<file path="src/rtl/dcache_wbuf.sv">
// Write buffer between the write-through data cache and the L2/bus port.
// Stores are posted to a FIFO and acked early; reads wait for the FIFO to drain.
module dcache_wbuf #(
  parameter int offset_width = 2,
  parameter int depth_width  = 2
) (
  input  logic                               clk,
  input  logic                               rstn,
  input  logic [31:0]                        dcache_wbuf_addr,
  input  logic [31:0]                        dcache_wbuf_data,
  input  logic                               dcache_wbuf_req,
  input  logic                               dcache_wbuf_wr,
  input  logic                               dcache_wbuf_SUC,
  input  logic [1:0]                         dcache_wbuf_size,
  input  logic [3:0]                         dcache_wbuf_wstrb,
  output logic                               wbuf_dcache_addrOK,
  output logic                               wbuf_dcache_dataOK,
  output logic [32*(1<<offset_width)-1:0]    wbuf_dcache_line,
  output logic [31:0]                        wbuf_mem_addr,
  output logic [31:0]                        wbuf_mem_data,
  output logic                               wbuf_mem_req,
  output logic                               wbuf_mem_wr,
  output logic                               wbuf_mem_SUC,
  output logic [1:0]                         wbuf_mem_size,
  output logic [3:0]                         wbuf_mem_wstrb,
  input  logic                               mem_wbuf_addrOK,
  input  logic                               mem_wbuf_dataOK,
  input  logic [32*(1<<offset_width)-1:0]    mem_wbuf_line,
  output logic                               wbuf_empty
);

  localparam int LINE_W = 32 * (1 << offset_width);
  localparam int DEPTH  = 1 << depth_width;
  localparam logic [depth_width:0]   FULL_CNT = (depth_width + 1)'(DEPTH);
  localparam logic [depth_width:0]   CNT_ONE  = (depth_width + 1)'(1);
  localparam logic [depth_width-1:0] PTR_ONE  = depth_width'(1);

  typedef enum logic [2:0] {IDLE, WR_REQ, WR_WAIT, RD_REQ, RD_WAIT, RD_RESP} state_t;

  state_t                   state_q;
  logic [depth_width:0]     count_q;
  logic [depth_width-1:0]   wptr_q;
  logic [depth_width-1:0]   rptr_q;
  logic                     wr_ack_q;
  logic [LINE_W-1:0]        line_q;
  // Entry layout: {addr[70:39], data[38:7], wstrb[6:3], size[2:1], SUC[0]}
  logic [70:0]              fifo_q [DEPTH];
  logic [70:0]              head;

  logic push, pop, rd_pending, line_cap;

  assign head       = fifo_q[rptr_q];
  assign rd_pending = dcache_wbuf_req && !dcache_wbuf_wr;
  // Fullness is judged on the cycle-start count, so a same-cycle pop never frees a slot.
  assign push       = !rstn && dcache_wbuf_req && dcache_wbuf_wr && (count_q < FULL_CNT);
  assign pop        = (state_q == WR_WAIT && mem_wbuf_dataOK) ||
                      (state_q == WR_REQ && mem_wbuf_addrOK && mem_wbuf_dataOK);
  assign line_cap   = (state_q == RD_WAIT && mem_wbuf_dataOK) ||
                      (state_q == RD_REQ && mem_wbuf_addrOK && mem_wbuf_dataOK);

  always_ff @(posedge clk) begin
    if (rstn) begin
      state_q  <= IDLE;
      count_q  <= '0;
      wptr_q   <= '0;
      rptr_q   <= '0;
      wr_ack_q <= 1'b0;
      line_q   <= '0;
    end else begin
      wr_ack_q <= push;
      if (push) wptr_q <= wptr_q + PTR_ONE;
      if (pop)  rptr_q <= rptr_q + PTR_ONE;
      unique case ({push, pop})
        2'b10:   count_q <= count_q + CNT_ONE;
        2'b01:   count_q <= count_q - CNT_ONE;
        default: count_q <= count_q;
      endcase
      if (line_cap) line_q <= mem_wbuf_line;
      case (state_q)
        IDLE: begin
          if (rd_pending && count_q == '0) state_q <= RD_REQ;
          else if (count_q != '0)          state_q <= WR_REQ;
        end
        WR_REQ:  if (mem_wbuf_addrOK) state_q <= mem_wbuf_dataOK ? IDLE : WR_WAIT;
        WR_WAIT: if (mem_wbuf_dataOK) state_q <= IDLE;
        RD_REQ:  if (mem_wbuf_addrOK) state_q <= mem_wbuf_dataOK ? RD_RESP : RD_WAIT;
        RD_WAIT: if (mem_wbuf_dataOK) state_q <= RD_RESP;
        RD_RESP: state_q <= IDLE;
        default: state_q <= IDLE;
      endcase
    end
  end

  always_ff @(posedge clk) begin
    if (push) fifo_q[wptr_q] <= {dcache_wbuf_addr, dcache_wbuf_data, dcache_wbuf_wstrb,
                                 dcache_wbuf_size, dcache_wbuf_SUC};
  end

  always_comb begin
    wbuf_mem_req   = 1'b0;
    wbuf_mem_wr    = 1'b0;
    wbuf_mem_addr  = '0;
    wbuf_mem_data  = '0;
    wbuf_mem_wstrb = '0;
    wbuf_mem_size  = '0;
    wbuf_mem_SUC   = 1'b0;
    if (state_q == WR_REQ) begin
      wbuf_mem_req   = 1'b1;
      wbuf_mem_wr    = 1'b1;
      wbuf_mem_addr  = head[70:39];
      wbuf_mem_data  = head[38:7];
      wbuf_mem_wstrb = head[6:3];
      wbuf_mem_size  = head[2:1];
      wbuf_mem_SUC   = head[0];
    end else if (state_q == RD_REQ) begin
      wbuf_mem_req   = 1'b1;
      wbuf_mem_addr  = dcache_wbuf_addr;
      wbuf_mem_size  = dcache_wbuf_size;
      wbuf_mem_SUC   = dcache_wbuf_SUC;
    end
  end

  assign wbuf_dcache_addrOK = push || (!rstn && state_q == RD_REQ && mem_wbuf_addrOK);
  assign wbuf_dcache_dataOK = wr_ack_q || (state_q == RD_RESP);
  assign wbuf_dcache_line   = line_q;
  assign wbuf_empty         = (count_q == '0) && (state_q != WR_REQ) && (state_q != WR_WAIT);

endmodule

</file>
<file path="config.mk">
export PLATFORM = sky130hd
export DESIGN_NAME = dcache_wbuf
export DESIGN_NICKNAME = d
export VERILOG_FILES = /design/src/rtl/dcache_wbuf.sv
export SDC_FILE = /design/constraint.sdc
export NUM_CORES = 1
export LEC_CHECK = 0
export ABC_AREA = 1
export CAP_MARGIN = 25
export CORE_UTILIZATION = 30
export DETAILED_ROUTE_END_ITERATION = 7
export GPL_ROUTABILITY_DRIVEN = 0
export PLACE_DENSITY = 0.52
export SLEW_MARGIN = 25
export SYNTH_ARGS = -nofsm -noshare
export SYNTH_HDL_FRONTEND = slang
export SYNTH_SLANG_ARGS = --single-unit
</file>
<file path="constraint.sdc">
create_clock -name clk -period 4.6 [get_ports clk]
set_input_delay 0.92 -clock clk [delete_from_list [all_inputs] [get_ports clk]]
set_output_delay 0.92 -clock clk [all_outputs]
set_load 0.02 [all_outputs]
</file>
==> results.toml <==
[place]
port_buffers = 408
dp_hpwl_mm = 29.8
pre_cts_ws_ns = 1.15

[clock_tree]
clock-sinks = 425
ctsHoldBuffers = 0
path_clk_slew_ns = 0.06
cts_tree = "done"
htreeDepth = 2
clkLatencyLatePin_ns = 0.57
ctsResizeCount = 0
postCtsSetupBuffers = 0
cts_buffers = 48
clockBufferDepth = 3
clock-root-buffer = "clkbuf_16"

[worst_setup_path]
crit_path_end_kind = "output pin"
r2r_start = "state_q[2]$_SDFFE_PP0P_"
cp_slowest_cell = "clkinv_1"
cpMostUsedCell = "nand2_1"
worstSetupPathType = "reg -> out"
cp.required_ns = 3.68
cpPeakStageDelay_ns = 0.75
rr_endpoint = "count_q[2]$_SDFFE_PP0P_"
cp.arrival_ns = 3.08
critical_path.startpoint_type = "flop"
worstPathCellList = "inv_1 > nand3_2 > clkinv_1 > buf_4 > nand2_1 > nand2_1 > clkdlybuf4s50_1"
r2r_setup_slack_ns = 1.86
crit_fanout = 17
reg2reg_depth = 13

[routing]
viasPerCell = 4.60
remaining_drc_errors = 0
drt-initial-drc-count = 579
drt-wirelength-per-cell_um = 17.6
ant_nets = 0
vias = 12400
routed_wl_mm = 47.4
dr.pass1.iters = 7

[floorplan]
io_pins = 409
die_area_mm2 = 0.0557
die_y_um = 236
initial_utilization_pct = 30.5
core_area_mm2 = 0.0539
row_count = 85
dieWidth_um = 236

[logic_synthesis]
ys_warn_count = 0
avgSynthCellArea_um2 = 10.5
ys_seq_area_share_pct = 69.1
synth.top_cell.area_share_pct = 51.9
syn_inst = 1571
netlist_area_mm2 = 0.0164
synth_fp_nets = 1782
yosys.area.top_type = "edfxtp_1"
synth.distinct_cells = 30
synthTopCellsByArea = "edfxtp_1 52%, dfxtp_1 17%, nor2_1 9.6%, o21ai_0 6.2%, nand2_1 5.2%"
ys_seq_elements = 425

[timing]
worst_slack_ns = 0.596
grt_setup_unrepaired = "no"
period_share_pct = 87.0
tightest_slew_ns = 1.01
max_freq_ghz = 0.250
report.final.slew_viol_count = 0
fin_setup_tns_ns = 0
setup_viol = 0
fin_skew_ns = 0.0169
relSlewSlack_pct = 33.0
final-hold-violation-count = 0
post-route-min-period_ns = 4.00

[outcome]
outcome = "finished, final reports clean"

[grt]
grt_max_degree = 143
grt_pass1_wl_mm = 72.5
use_met1_pct = 21.0
grt-busiest-layer = "met2"
antenna_found_initial = 3
grt-ovfl-total = 0
grt_use_met3_pct = 6.03
met2_usage_pct = 27.0
grt_pass1_vias = 12200
track_usage_pct = 16.8

[worst_hold_path]
worstHoldPathCells = 2
hold_path_class = "reg -> reg"
hold_path_startpoint = "wbuf_dcache_line[61]$_SDFFE_PP0P_"
worstHoldEndpoint = "wbuf_dcache_line[61]$_SDFFE_PP0P_"

[cells_and_area]
fillers = 5139
syn2layout_area_growth_pct = 37.9
nets = 2169
antenna_cells = 0
layout-drive-gt1-share_pct = 5.72

[run]
drv_cap = 0

[power_and_ir_drop]
p_leak_nw = 7.95
power_density_mw_per_mm2 = 456
irDropWorstVdd_uv = 287
-- Yosys cell counts --
cell      number
ha_1           5
nand3_2        1
nor2_1       419
inv_1         20
o31ai_1        1
nor4_1         1
nor3_1         1
inv_2          3
buf_6          3
xor2_1         2
clkbuf_1      59
o22ai_1        1
clkbuf_8       1
nand4_1        1
o21ai_2        1
a31o_2         1
nand2_2        2
dfxtp_1      141
clkbuf_2       3
o21ai_0      204
o21ai_1        2
a21oi_1       43
buf_2          8
buf_12        11
nand3_1      108
clkinv_1       2
edfxtp_1     284
nand2_1      228
buf_1         14
fa_1           1
-- worst max-delay path, delay by kind of cell (launching register included) --
kind / cells / cell delay (ns)
buffers and inverters: 4 / 1.89
AND/OR/NAND/NOR: 3 / 0.25
flip-flops: 1 / 0.37
-- worst max-delay path by stage --
stage / start / to / slack, ns
floorplan: rstn / fifo_q[0][0]$_DFFE_PP_ / -0.17
global placement: flop / wbuf_mem_addr[29] / 1.19
detailed placement: flop / wbuf_mem_addr[25] / 1.15
CTS: flop / wbuf_mem_addr[25] / 0.51
global route: flop / wbuf_mem_SUC / 0.37
finish: state_q[2]$_SDFFE_PP0P_ / wbuf_mem_addr[16] / 0.60
-- per-layer routing --
layer  vias up  share of wire [%]
li1       6094                  -
met3        69                8.5
met5         -              0.078
met4         6                2.5
met2       363                 46
met1      5829                 42
-- area by class of cell --
cell class / instances / area (um2) / share of cell area [%]
sequential: 425 / 11400 / 50.1
multi-input combinational: 1022 / 4430 / 19.6
timing repair buffer: 436 / 4430 / 19.5
clock buffer: 62 / 1290 / 5.72
tap: 696 / 871 / 3.84
clock inverter: 24 / 175 / 0.773
inverter: 25 / 101 / 0.447
-- metrics by stage --
step	utilization, %	power (W)	cell area (um2)	cells	hold WS (ns)
final	42.0	0.0103	22700	2690	0.480
after global routing	42.0	0.0108	22700	2690	0.506
after CTS	42.0	0.0105	22600	2689	0.485
after detailed placement	39.2	0.00685	21200	2603	0.473
after global placement	39.2	0.00683	21200	2603	0.461
after floorplan	-	0.00569	16400	1571	0.463
-- cells in the final DEF, fill, tap and decap left out, drive strengths merged, types with 2 or more instances in the layout --
cell type	n
inv	25
nand2	230
nand3	109
buf	28
o21ai	207
nor2	419
edfxtp	284
clkdlybuf4s50	408
clkbuf	62
clkinv	22
ha	5
xor2	2
bufinv	2
a21oi	43
dfxtp	141
-- sequential cells by signal, summed over array words and instances, names as in the netlist, named ones only --
signal,cells
count_q,3
fifo_q,284
rptr_q,2
state_q,3
wbuf_dcache_line,128
wptr_q,2
wr_ack_q,1
-- where the power goes --
group	total [W]	leakage, nW	internal (W)	switching (W)
registers	0.00431	3.71	0.00423	0.0000805
logic	0.00243	3.51	0.000978	0.00145
clock network	0.00359	0.736	0.00209	0.00149
total	0.0103	7.95	0.00730	0.00303
-- kinds of logic (layout without fill, tap and decap cells) --
logic type	Yosys count	count (layout)	synth area share [%]
and+or+nand+nor	761	761	18.3
adders and majority gates	6	6	0.503
buffers and inverters	124	547	4.20
AOI/OAI and AO/OA	253	253	7.78
DFF	425	425	69.1
xor gates and xnor gates	2	2	0.107
(Power assumes the default switching activity.)
